--- config.mk ---
export PLATFORM = sky130hd
export DESIGN_NAME = pipeline_flow_ctrl
export DESIGN_NICKNAME = d
export VERILOG_FILES = /design/src/rtl/pipeline_flow_ctrl_pkg.sv /design/src/rtl/lmsm_bitscan.sv /design/src/rtl/pipeline_flow_ctrl.sv
export SDC_FILE = /design/constraint.sdc
export NUM_CORES = 1
export LEC_CHECK = 0
export BUFFER_PORTS_ARGS = -buffer_cell sky130_fd_sc_hd__buf_2
export CAP_MARGIN = 20
export CORE_ASPECT_RATIO = 1.25
export CORE_UTILIZATION = 48
export DETAILED_ROUTE_END_ITERATION = 6
export GPL_TIMING_DRIVEN = 0
export PLACE_DENSITY_LB_ADDON = 0.1
export SYNTH_ARGS = -nofsm -noshare
export SYNTH_HDL_FRONTEND = slang
export SYNTH_SLANG_ARGS = --single-unit
--- constraint.sdc ---
create_clock -name clk -period 2.65 [get_ports clk]
set_clock_uncertainty 0.15 [all_clocks]
set_input_delay 0.265 -clock clk [delete_from_list [all_inputs] [get_ports clk]]
set_output_delay 0.265 -clock clk [all_outputs]
set_load 0.01 [all_outputs]
--- src/rtl/pipeline_flow_ctrl_pkg.sv ---
// Shared pipeline-wide constants and types for the six-stage core
// (IF, ID, RR, EX, MEM, WB).
//   NREGS / IDXW : architectural register count and index width
//   R7Idx        : index of the PC-mapped register
//   flow_state_e : flow controller FSM encoding
//   Stage*/Pipe* : stage numbers and inter-stage register numbers
package pipeline_flow_ctrl_pkg;

  localparam int unsigned NREGS = 8;
  localparam int unsigned IDXW  = 3;

  localparam logic [IDXW-1:0] R7Idx = IDXW'(7);

  typedef enum logic {
    StIdle = 1'b0,
    StSeq  = 1'b1
  } flow_state_e;

  // Stage numbers.
  localparam int unsigned StageIf  = 0;
  localparam int unsigned StageId  = 1;
  localparam int unsigned StageRr  = 2;
  localparam int unsigned StageEx  = 3;
  localparam int unsigned StageMem = 4;
  localparam int unsigned StageWb  = 5;

  // Inter-stage register N sits between stage N-1 and stage N.
  localparam int unsigned PipeIfId  = StageId;
  localparam int unsigned PipeIdRr  = StageRr;
  localparam int unsigned PipeRrEx  = StageEx;
  localparam int unsigned PipeExMem = StageMem;
  localparam int unsigned PipeMemWb = StageWb;
  localparam int unsigned NumPipes  = 5;

endpackage

--- src/rtl/lmsm_bitscan.sv ---
// Combinational lowest-set-bit priority encoder.
//   vec  : input bit vector (Width bits)
//   idx  : index of the lowest set bit (0 when vec is empty)
//   any  : at least one bit set
//   last : exactly one bit set
module lmsm_bitscan #(
  parameter int unsigned Width = 8,
  parameter int unsigned IdxW  = 3
) (
  input  logic [Width-1:0] vec,
  output logic [IdxW-1:0]  idx,
  output logic             any,
  output logic             last
);

  always_comb begin
    idx = '0;
    // Scan downward so the lowest set bit is written last and wins.
    for (int i = int'(Width) - 1; i >= 0; i--) begin
      if (vec[i]) idx = IdxW'(i);
    end
    any  = |vec;
    // Clearing the lowest set bit leaves zero only for a one-hot vector.
    last = any & ~(|(vec & (vec - Width'(1))));
  end

endmodule

--- src/rtl/pipeline_flow_ctrl.sv ---
// Pipeline flow controller: drives the PC and five inter-stage register
// load/hold enables and bubble flushes, resolves load-use stalls and
// branch/R7 redirects, and sequences LM/SM in RR into per-register micro-ops.
//   clk, reset                  : clock, synchronous active-high reset
//   rr_*                        : RR instruction info (sources, LM/SM list)
//   ex_valid/ex_is_load/ex_rd   : EX load destination for hazard check
//   ex_branch_taken             : EX redirect
//   wb_r7_write                 : WB writes R7 (redirect)
//   pc_write_n, pipeN_write_n   : 0 = load, 1 = hold
//   pipeN_flush                 : 1 = capture a bubble this edge
//   lmsm_active/reg/offset      : current LM/SM micro-op
module pipeline_flow_ctrl #(
  parameter int unsigned NREGS = pipeline_flow_ctrl_pkg::NREGS,
  parameter int unsigned IDXW  = pipeline_flow_ctrl_pkg::IDXW
) (
  input  logic             clk,
  input  logic             reset,
  input  logic             rr_valid,
  input  logic             rr_uses_a,
  input  logic             rr_uses_b,
  input  logic [IDXW-1:0]  rr_src_a,
  input  logic [IDXW-1:0]  rr_src_b,
  input  logic             rr_is_lmsm,
  input  logic [NREGS-1:0] rr_reglist,
  input  logic             ex_valid,
  input  logic             ex_is_load,
  input  logic [IDXW-1:0]  ex_rd,
  input  logic             ex_branch_taken,
  input  logic             wb_r7_write,
  output logic             pc_write_n,
  output logic             pipe1_write_n,
  output logic             pipe2_write_n,
  output logic             pipe3_write_n,
  output logic             pipe4_write_n,
  output logic             pipe5_write_n,
  output logic             pipe1_flush,
  output logic             pipe2_flush,
  output logic             pipe3_flush,
  output logic             pipe4_flush,
  output logic             pipe5_flush,
  output logic             lmsm_active,
  output logic [IDXW-1:0]  lmsm_reg,
  output logic [IDXW:0]    lmsm_offset
);

  import pipeline_flow_ctrl_pkg::*;

  flow_state_e      state_q, state_d;
  logic [NREGS-1:0] mask_q, mask_d;
  logic [IDXW:0]    offset_q, offset_d;

  logic             load_use;
  logic             in_seq;
  logic             start;
  logic             seq_cycle;
  logic             issuing;
  logic [NREGS-1:0] scan_mask;
  logic [IDXW:0]    cur_offset;
  logic [IDXW-1:0]  scan_idx;
  logic             scan_any;
  logic             scan_last;

  logic                pc_hold;
  logic [NumPipes:1]   write_n_v;
  logic [NumPipes:1]   flush_v;

  always_comb begin
    load_use = ex_valid & ex_is_load & rr_valid &
               ((rr_uses_a & (rr_src_a == ex_rd)) | (rr_uses_b & (rr_src_b == ex_rd)));
    in_seq     = (state_q == StSeq);
    start      = ~in_seq & rr_valid & rr_is_lmsm;
    seq_cycle  = in_seq | start;
    // In SEQ the remaining mask drives the scan; on a start cycle the fresh list does.
    scan_mask  = in_seq ? mask_q : (start ? rr_reglist : '0);
    cur_offset = in_seq ? offset_q : '0;
  end

  lmsm_bitscan #(
    .Width(NREGS),
    .IdxW (IDXW)
  ) u_bitscan (
    .vec (scan_mask),
    .idx (scan_idx),
    .any (scan_any),
    .last(scan_last)
  );

  assign issuing = in_seq | (start & scan_any);

  // Event priority: R7 redirect > branch redirect > load-use > LM/SM > default.
  always_comb begin
    pc_hold   = 1'b0;
    write_n_v = '0;
    flush_v   = '0;
    state_d   = state_q;
    mask_d    = mask_q;
    offset_d  = offset_q;

    if (reset) begin
      // Outputs sit at reset values; the state register clears on the edge.
    end else if (wb_r7_write) begin
      flush_v[PipeIfId]  = 1'b1;
      flush_v[PipeIdRr]  = 1'b1;
      flush_v[PipeRrEx]  = 1'b1;
      flush_v[PipeExMem] = 1'b1;
      state_d  = StIdle;
      mask_d   = '0;
      offset_d = '0;
    end else if (ex_branch_taken) begin
      flush_v[PipeIfId] = 1'b1;
      flush_v[PipeIdRr] = 1'b1;
      flush_v[PipeRrEx] = 1'b1;
      state_d  = StIdle;
      mask_d   = '0;
      offset_d = '0;
    end else if (load_use) begin
      // Sequencer state is frozen; the load moves to MEM so this lasts one cycle.
      pc_hold            = 1'b1;
      write_n_v[PipeIfId] = 1'b1;
      write_n_v[PipeIdRr] = 1'b1;
      flush_v[PipeRrEx]  = 1'b1;
    end else if (seq_cycle) begin
      if (!scan_any) begin
        // Empty list: retire as a NOP.
        flush_v[PipeRrEx] = 1'b1;
      end else if (scan_last) begin
        state_d  = StIdle;
        mask_d   = '0;
        offset_d = '0;
      end else begin
        pc_hold             = 1'b1;
        write_n_v[PipeIfId] = 1'b1;
        write_n_v[PipeIdRr] = 1'b1;
        state_d  = StSeq;
        mask_d   = scan_mask & ~(NREGS'(1) << scan_idx);
        offset_d = cur_offset + (IDXW+1)'(1);
      end
    end
  end

  always_ff @(posedge clk) begin
    if (reset) begin
      state_q  <= StIdle;
      mask_q   <= '0;
      offset_q <= '0;
    end else begin
      state_q  <= state_d;
      mask_q   <= mask_d;
      offset_q <= offset_d;
    end
  end

  assign pc_write_n    = pc_hold;
  assign pipe1_write_n = write_n_v[PipeIfId];
  assign pipe2_write_n = write_n_v[PipeIdRr];
  assign pipe3_write_n = write_n_v[PipeRrEx];
  assign pipe4_write_n = write_n_v[PipeExMem];
  assign pipe5_write_n = write_n_v[PipeMemWb];
  assign pipe1_flush   = flush_v[PipeIfId];
  assign pipe2_flush   = flush_v[PipeIdRr];
  assign pipe3_flush   = flush_v[PipeRrEx];
  assign pipe4_flush   = flush_v[PipeExMem];
  assign pipe5_flush   = flush_v[PipeMemWb];

  assign lmsm_active = ~reset & (in_seq | (start & scan_any & ~scan_last));
  assign lmsm_reg    = (~reset & issuing) ? scan_idx : '0;
  assign lmsm_offset = (~reset & issuing) ? cur_offset : '0;

endmodule
Word-level counts from Yosys, hierarchy flattened
Cells that the tools add are included.

storage, ports and cells
  flip-flop bits (word level) = 13
  input port bits = 27
  output and inout bits = 19
  logic and storage cells = 73

operators by class
  add/subtract/negate cells = 2
  equality and inequality tests = 2
  shifts and indexed selects = 1
  multiplexer cells = 37
  bitwise gates (word level) = 24
  reduce and logical (&&, ||, !) cells = 4

operator list
  kind                   count
  $mux W3                10
  $mux W8                3
  $and A8 B8 Y8          2
  $mux W2                8
  $mux W4                4
  $reduce_or A8 Y1       2
  $and A1 B1 Y1          12
  $mux W1                12
  $not A8 Y8             1
  $shl A1 B3 Y8 const A  1
  $sub A8 B1 Y8 const B  1
  $eq A3 B3 Y1           2
  $not A1 Y1             5
  $add A4 B1 Y4 const B  1
  $or A1 B1 Y1           4
  $reduce_and A3 Y1      1
  $reduce_or A3 Y1       1

Logic depth before layout (Yosys ltp)
  depth in word-level cells = 17
  mapped depth = 10
  gate-level depth less buffers = 7

By module
Synthesis repeated with hierarchy kept, for this count alone.

second synthesis, totals
  cells, all modules = 172
  area total of the unflattened synthesis = 1178.6 µm²

by module, submodules not included
  module              instances  cells an instance  area an instance (µm²)
  pipeline_flow_ctrl  1          148                1016.0
  lmsm_bitscan        1          24                 162.7

Worst setup path after synthesis
No wires, ideal clock.

  path kind = register to output
  from = register state_q, in the netlist in_seq
  to = output port pipe1_write_n
  data arrival time = 1.747 ns
  data required time = 2.235 ns
  slack = 0.488 ns
  stages on the path, launching flop included = 10
  cells stage by stage = dfxtp_1 -> buf_6 -> buf_8 -> o21ai_2 -> a211oi_1 -> o22a_1 -> o21ai_2 -> nor2_1 -> nor2_1 -> buf_4

on the way
  longest elaborated chain between the ends = 17

RTL lines
  element                     RTL line                   RTL
  from (decl)                 pipeline_flow_ctrl.sv:48   flow_state_e state_q, state_d;
  from (signal assigned)      pipeline_flow_ctrl.sv:143  state_q <= StIdle;
  from (signal assigned)      pipeline_flow_ctrl.sv:147  state_q <= state_d;
  $not A1 Y1                  pipeline_flow_ctrl.sv:71   start = ~in_seq & rr_valid & rr_is_lmsm;
  $and A1 B1 Y1 (2 in a row)  pipeline_flow_ctrl.sv:71
  $mux W8 (2 in a row)        pipeline_flow_ctrl.sv:74   scan_mask = in_seq ? mask_q : (start ? rr_reglist : '0);
  $sub A8 B1 Y8               lmsm_bitscan.sv:24         last = any & ~(|(vec & (vec - Width'(1))));
  $and A8 B8 Y8               lmsm_bitscan.sv:24
  $reduce_or A8 Y1            lmsm_bitscan.sv:24
  $not A1 Y1                  lmsm_bitscan.sv:24
  $and A1 B1 Y1               lmsm_bitscan.sv:24
  $mux W2                     pipeline_flow_ctrl.sv:126  end else if (scan_last) begin
  $mux W2                     pipeline_flow_ctrl.sv:123  if (!scan_any) begin
  $mux W2 (*)                 pipeline_flow_ctrl.sv:122  end else if (seq_cycle) begin
  $mux W2 (*)                 pipeline_flow_ctrl.sv:116  end else if (load_use) begin
  $mux W2 (*)                 pipeline_flow_ctrl.sv:109  end else if (ex_branch_taken) begin
  $mux W2 (*)                 pipeline_flow_ctrl.sv:101  end else if (wb_r7_write) begin
  $mux W2 (*)                 pipeline_flow_ctrl.sv:99   if (reset) begin
  to (decl)                   pipeline_flow_ctrl.sv:31   output logic pipe1_write_n,

Mark *: on every way between the ends. The rest lies on a longest branch, timed or not.

Final worst setup path
Ends and elaborated chain as after synthesis.

==> flow_metrics.env <==
export IMPL_status="complete, no violations"
export IMPL_synth_edf_count=0
export IMPL_clock_latency_ns=0.28
export IMPL_worst_pin_slew_ns=0.546
export IMPL_grt_use_total_pct=23.3
export IMPL_initial_utilization_pct=51.8
export IMPL_root_buffer="clkbuf_4"
export IMPL_cp_max_fo=6
export IMPL_async_reset_ff_share_pct=0
export IMPL_pwr_share_seq_pct=38.5
export IMPL_antenna_cells=0
export IMPL_critical_path_startpoint_type="register"
export IMPL_core_area_um2=2230
export IMPL_fp_dieArea_um2=2610
export IMPL_clock_sinks=13
export IMPL_cp_required_ns=2.24
export IMPL_yosysSeqAreaShare_pct=22.5
export IMPL_rows=19
export IMPL_synth_area_um2=1160
export IMPL_ant_nets=0
export IMPL_cts_buffers=3
export IMPL_dp_hpwl_mm=2.18
export IMPL_drive_gt1_share_pct=47.5
export IMPL_place_area_um2=1400
export IMPL_min_delay_start="ex_branch_taken"
export IMPL_post_route_period_util_pct=97.7
export IMPL_grt_ovfl_total=0
export IMPL_wl_mm=3.26
export IMPL_die_y_um=56.9
export IMPL_crit_path_top_delay_cell="nor4_4"
export IMPL_grt_pass1_vias=1021
export IMPL_peakVddDrop_v=0.000218
export IMPL_vias=1270
export IMPL_final_area_um2=1670
export IMPL_p_sw_w=0.000166
export IMPL_reg2reg_to="offset_q[1]"
export IMPL_clk_pin_slew_ns=0.08
export IMPL_fin_crit_ns=2.59
export IMPL_cp_cell_sequence="buf_6 -> buf_12 -> nand2_2 -> o21ai_4 -> nor4_4 -> buf_4 -> o21ai_4 -> nor2_2 -> nor2_2 -> buf_4 -> buf_6"
export IMPL_r2r_start="in_seq"
export IMPL_power_density_nw_per_um2=307
export IMPL_synthCells=144
export IMPL_syn2layout_area_growth_pct=44.6
export IMPL_pre_cts_ws_ns=0.304
export IMPL_max_freq_mhz=386
export IMPL_synth_seq_cells=13
export IMPL_pwr_share_comb_pct=37.4
export IMPL_grt_max_degree=11
export IMPL_yosysWarnings=0
export IMPL_min_path_cells=3
export IMPL_reg2reg_depth=10
export IMPL_gp_congestion=0.862
export IMPL_p_leak_nw=0.753
export IMPL_hold_viol=0
export IMPL_cpPeakStageDelay_ns=0.40
export IMPL_critical_path_class="reg -> out"
export IMPL_cts_tree="yes"
export IMPL_port_buffers=38
export IMPL_min_delay_worst_endpoint="mask_q[0]"
export IMPL_drv_slew=0
export IMPL_pwr_share_clk_pct=24.1
export IMPL_routedWlPerCell_um=13.9
export IMPL_synth_cell_types=46
export IMPL_ioPinCount=46
export IMPL_initialDrtViolationCount=33
export IMPL_fin_nets=233
export IMPL_switching_share_pct=32.3
export IMPL_arrival_ns=2.17
export IMPL_rrSetupSlack_ns=0.47
export IMPL_cts_max_level=1
export IMPL_hp_class="in -> reg"
export IMPL_cts_max_path_buffers=2
export IMPL_die_x_um=45.9
export IMPL_vias_per_cell=5.40
export IMPL_cap_violations=0
export IMPL_end_kind="output port"
export IMPL_drc=0
export IMPL_syn_avg_cell_area_um2=8.04
export IMPL_grt_pass1_wl_mm=4.62
export IMPL_max_slew_margin_pct=63.3
export IMPL_synth_top_flop_cell="dfxtp_1"
export IMPL_rsz0062_at_grt="yes"
export IMPL_grt_antenna_before_repair=0
export IMPL_fin_ws_ns=0.0618
export IMPL_setup_viol_count_final=0
export IMPL_nFillCells=207
export IMPL_intPower_w=0.000348
export IMPL_first_pass_iters=4
critical path, delay by kind of cell, from the launching register on:
kind | cells | cell delay [ns]
buf+inv | 5 | 0.75
simple gates | 4 | 0.65
flops | 1 | 0.32
compound gates | 2 | 0.17
routing by layer:
layer	up-vias	global-route usage (%)	part of all wire (%)	wire length, um
met2	38	39.6	53	1720
met1	590	29.3	41	1340
met5	-	0	0	0
met4	0	6.30	1.6	51
met3	7	3.86	4.6	150
li1	635	-	-	-
layout make-up:
type                       count  area (um2)  area share [%]
sequential                    13         262            15.6
multi-input combinational    117         882            52.7
tap                           31        38.8            2.32
timing repair buffer          53         349            20.9
inverter                       3        11.3           0.673
buffer                        14         105            6.28
clock buffer                   4        26.3            1.57
cells by family (layout without fill, tap and decap cells):
group / Yosys count / after routing / share of synthesized area, %
and+or+nand+nor: 64 / 64 / 31.4
xor gates and xnor gates: 6 / 6 / 4.54
AOI/OAI and AO/OA: 42 / 42 / 30.6
adders and majority gates: 1 / 1 / 1.08
other: 1 / 4 / 0.324
buffers and inverters: 17 / 74 / 9.62
DFF: 13 / 13 / 22.5
cell usage in the layout (no fill, tap or decap), types with 5 or more instances in the layout:
cell type	netlist	layout
buf_2	2	38
buf_4	7	19
nand3_1	13	13
dfxtp_1	13	12
nand2_1	12	9
nor2_1	12	9
o21ai_4	2	8
xnor2_1	6	6
and2_1	5	5
a21oi_1	5	5
how the worst max path moves through the flow:
stage,start,cells after the start,to
final,in_seq,11,pipe1_write_n
after global routing,in_seq,11,pipe1_write_n
after CTS,in_seq,11,pipe1_write_n
after detailed placement,rr_valid,10,pipe1_write_n
after global placement,rr_valid,10,pipe1_write_n
after floorplan,in_seq,9,pipe1_write_n
registers in the layout, summed over array words and instances (netlist names):
register and flops:
mask_q 8, in_seq 1, offset_q 4
metrics by stage:
step | util (%) | setup TNS, ns | total power [W] | instances | hold WS, ns
2_1_floorplan | - | 0 | 0.000303 | 147 | 0.282
3_3_place_gp | 62.5 | 0 | 0.000344 | 216 | 0.293
3_5_place_dp | 62.5 | 0 | 0.000346 | 216 | 0.305
4_1_cts | 63.7 | 0 | 0.000469 | 220 | 0.213
5_1_grt | 74.9 | -0.182 | 0.000540 | 235 | 0.270
6_report | 74.9 | 0 | 0.000514 | 235 | 0.257
cell usage after synthesis (3+ instances only):
master | number | area, um2
dfxtp_1 | 13 | 260
nand3_1 | 13 | 65.1
nand2_1 | 12 | 45.0
nor2_1 | 12 | 45.0
buf_4 | 7 | 52.6
o21ai_2 | 7 | 61.3
a211oi_1 | 6 | 45.0
xnor2_1 | 6 | 52.6
a21oi_1 | 5 | 25.0
and2_1 | 5 | 31.3
a22o_1 | 4 | 35.0
nor3_1 | 4 | 20.0
clkbuf_1 | 3 | 11.3
inv_1 | 3 | 11.3
power groups by stage:
stage	logic, W	clock network, W	registers, W
after CTS	0.000144	0.000127	0.000198
final	0.000192	0.000124	0.000198
after floorplan	0.000101	0	0.000202
after detailed placement	0.000144	0	0.000202
after global routing	0.000206	0.000137	0.000198
after global placement	0.000142	0	0.000202
what timing repair did:
| action | in CTS | in global routing |
|---|---|---|
| gates resized for setup | 0 | 22 |
| setup endpoints to repair | 0 | 6 |
| setup buffers | 0 | 14 |
| hold buffers | 0 | 0 |
Power figures use the tool's default switching activity.
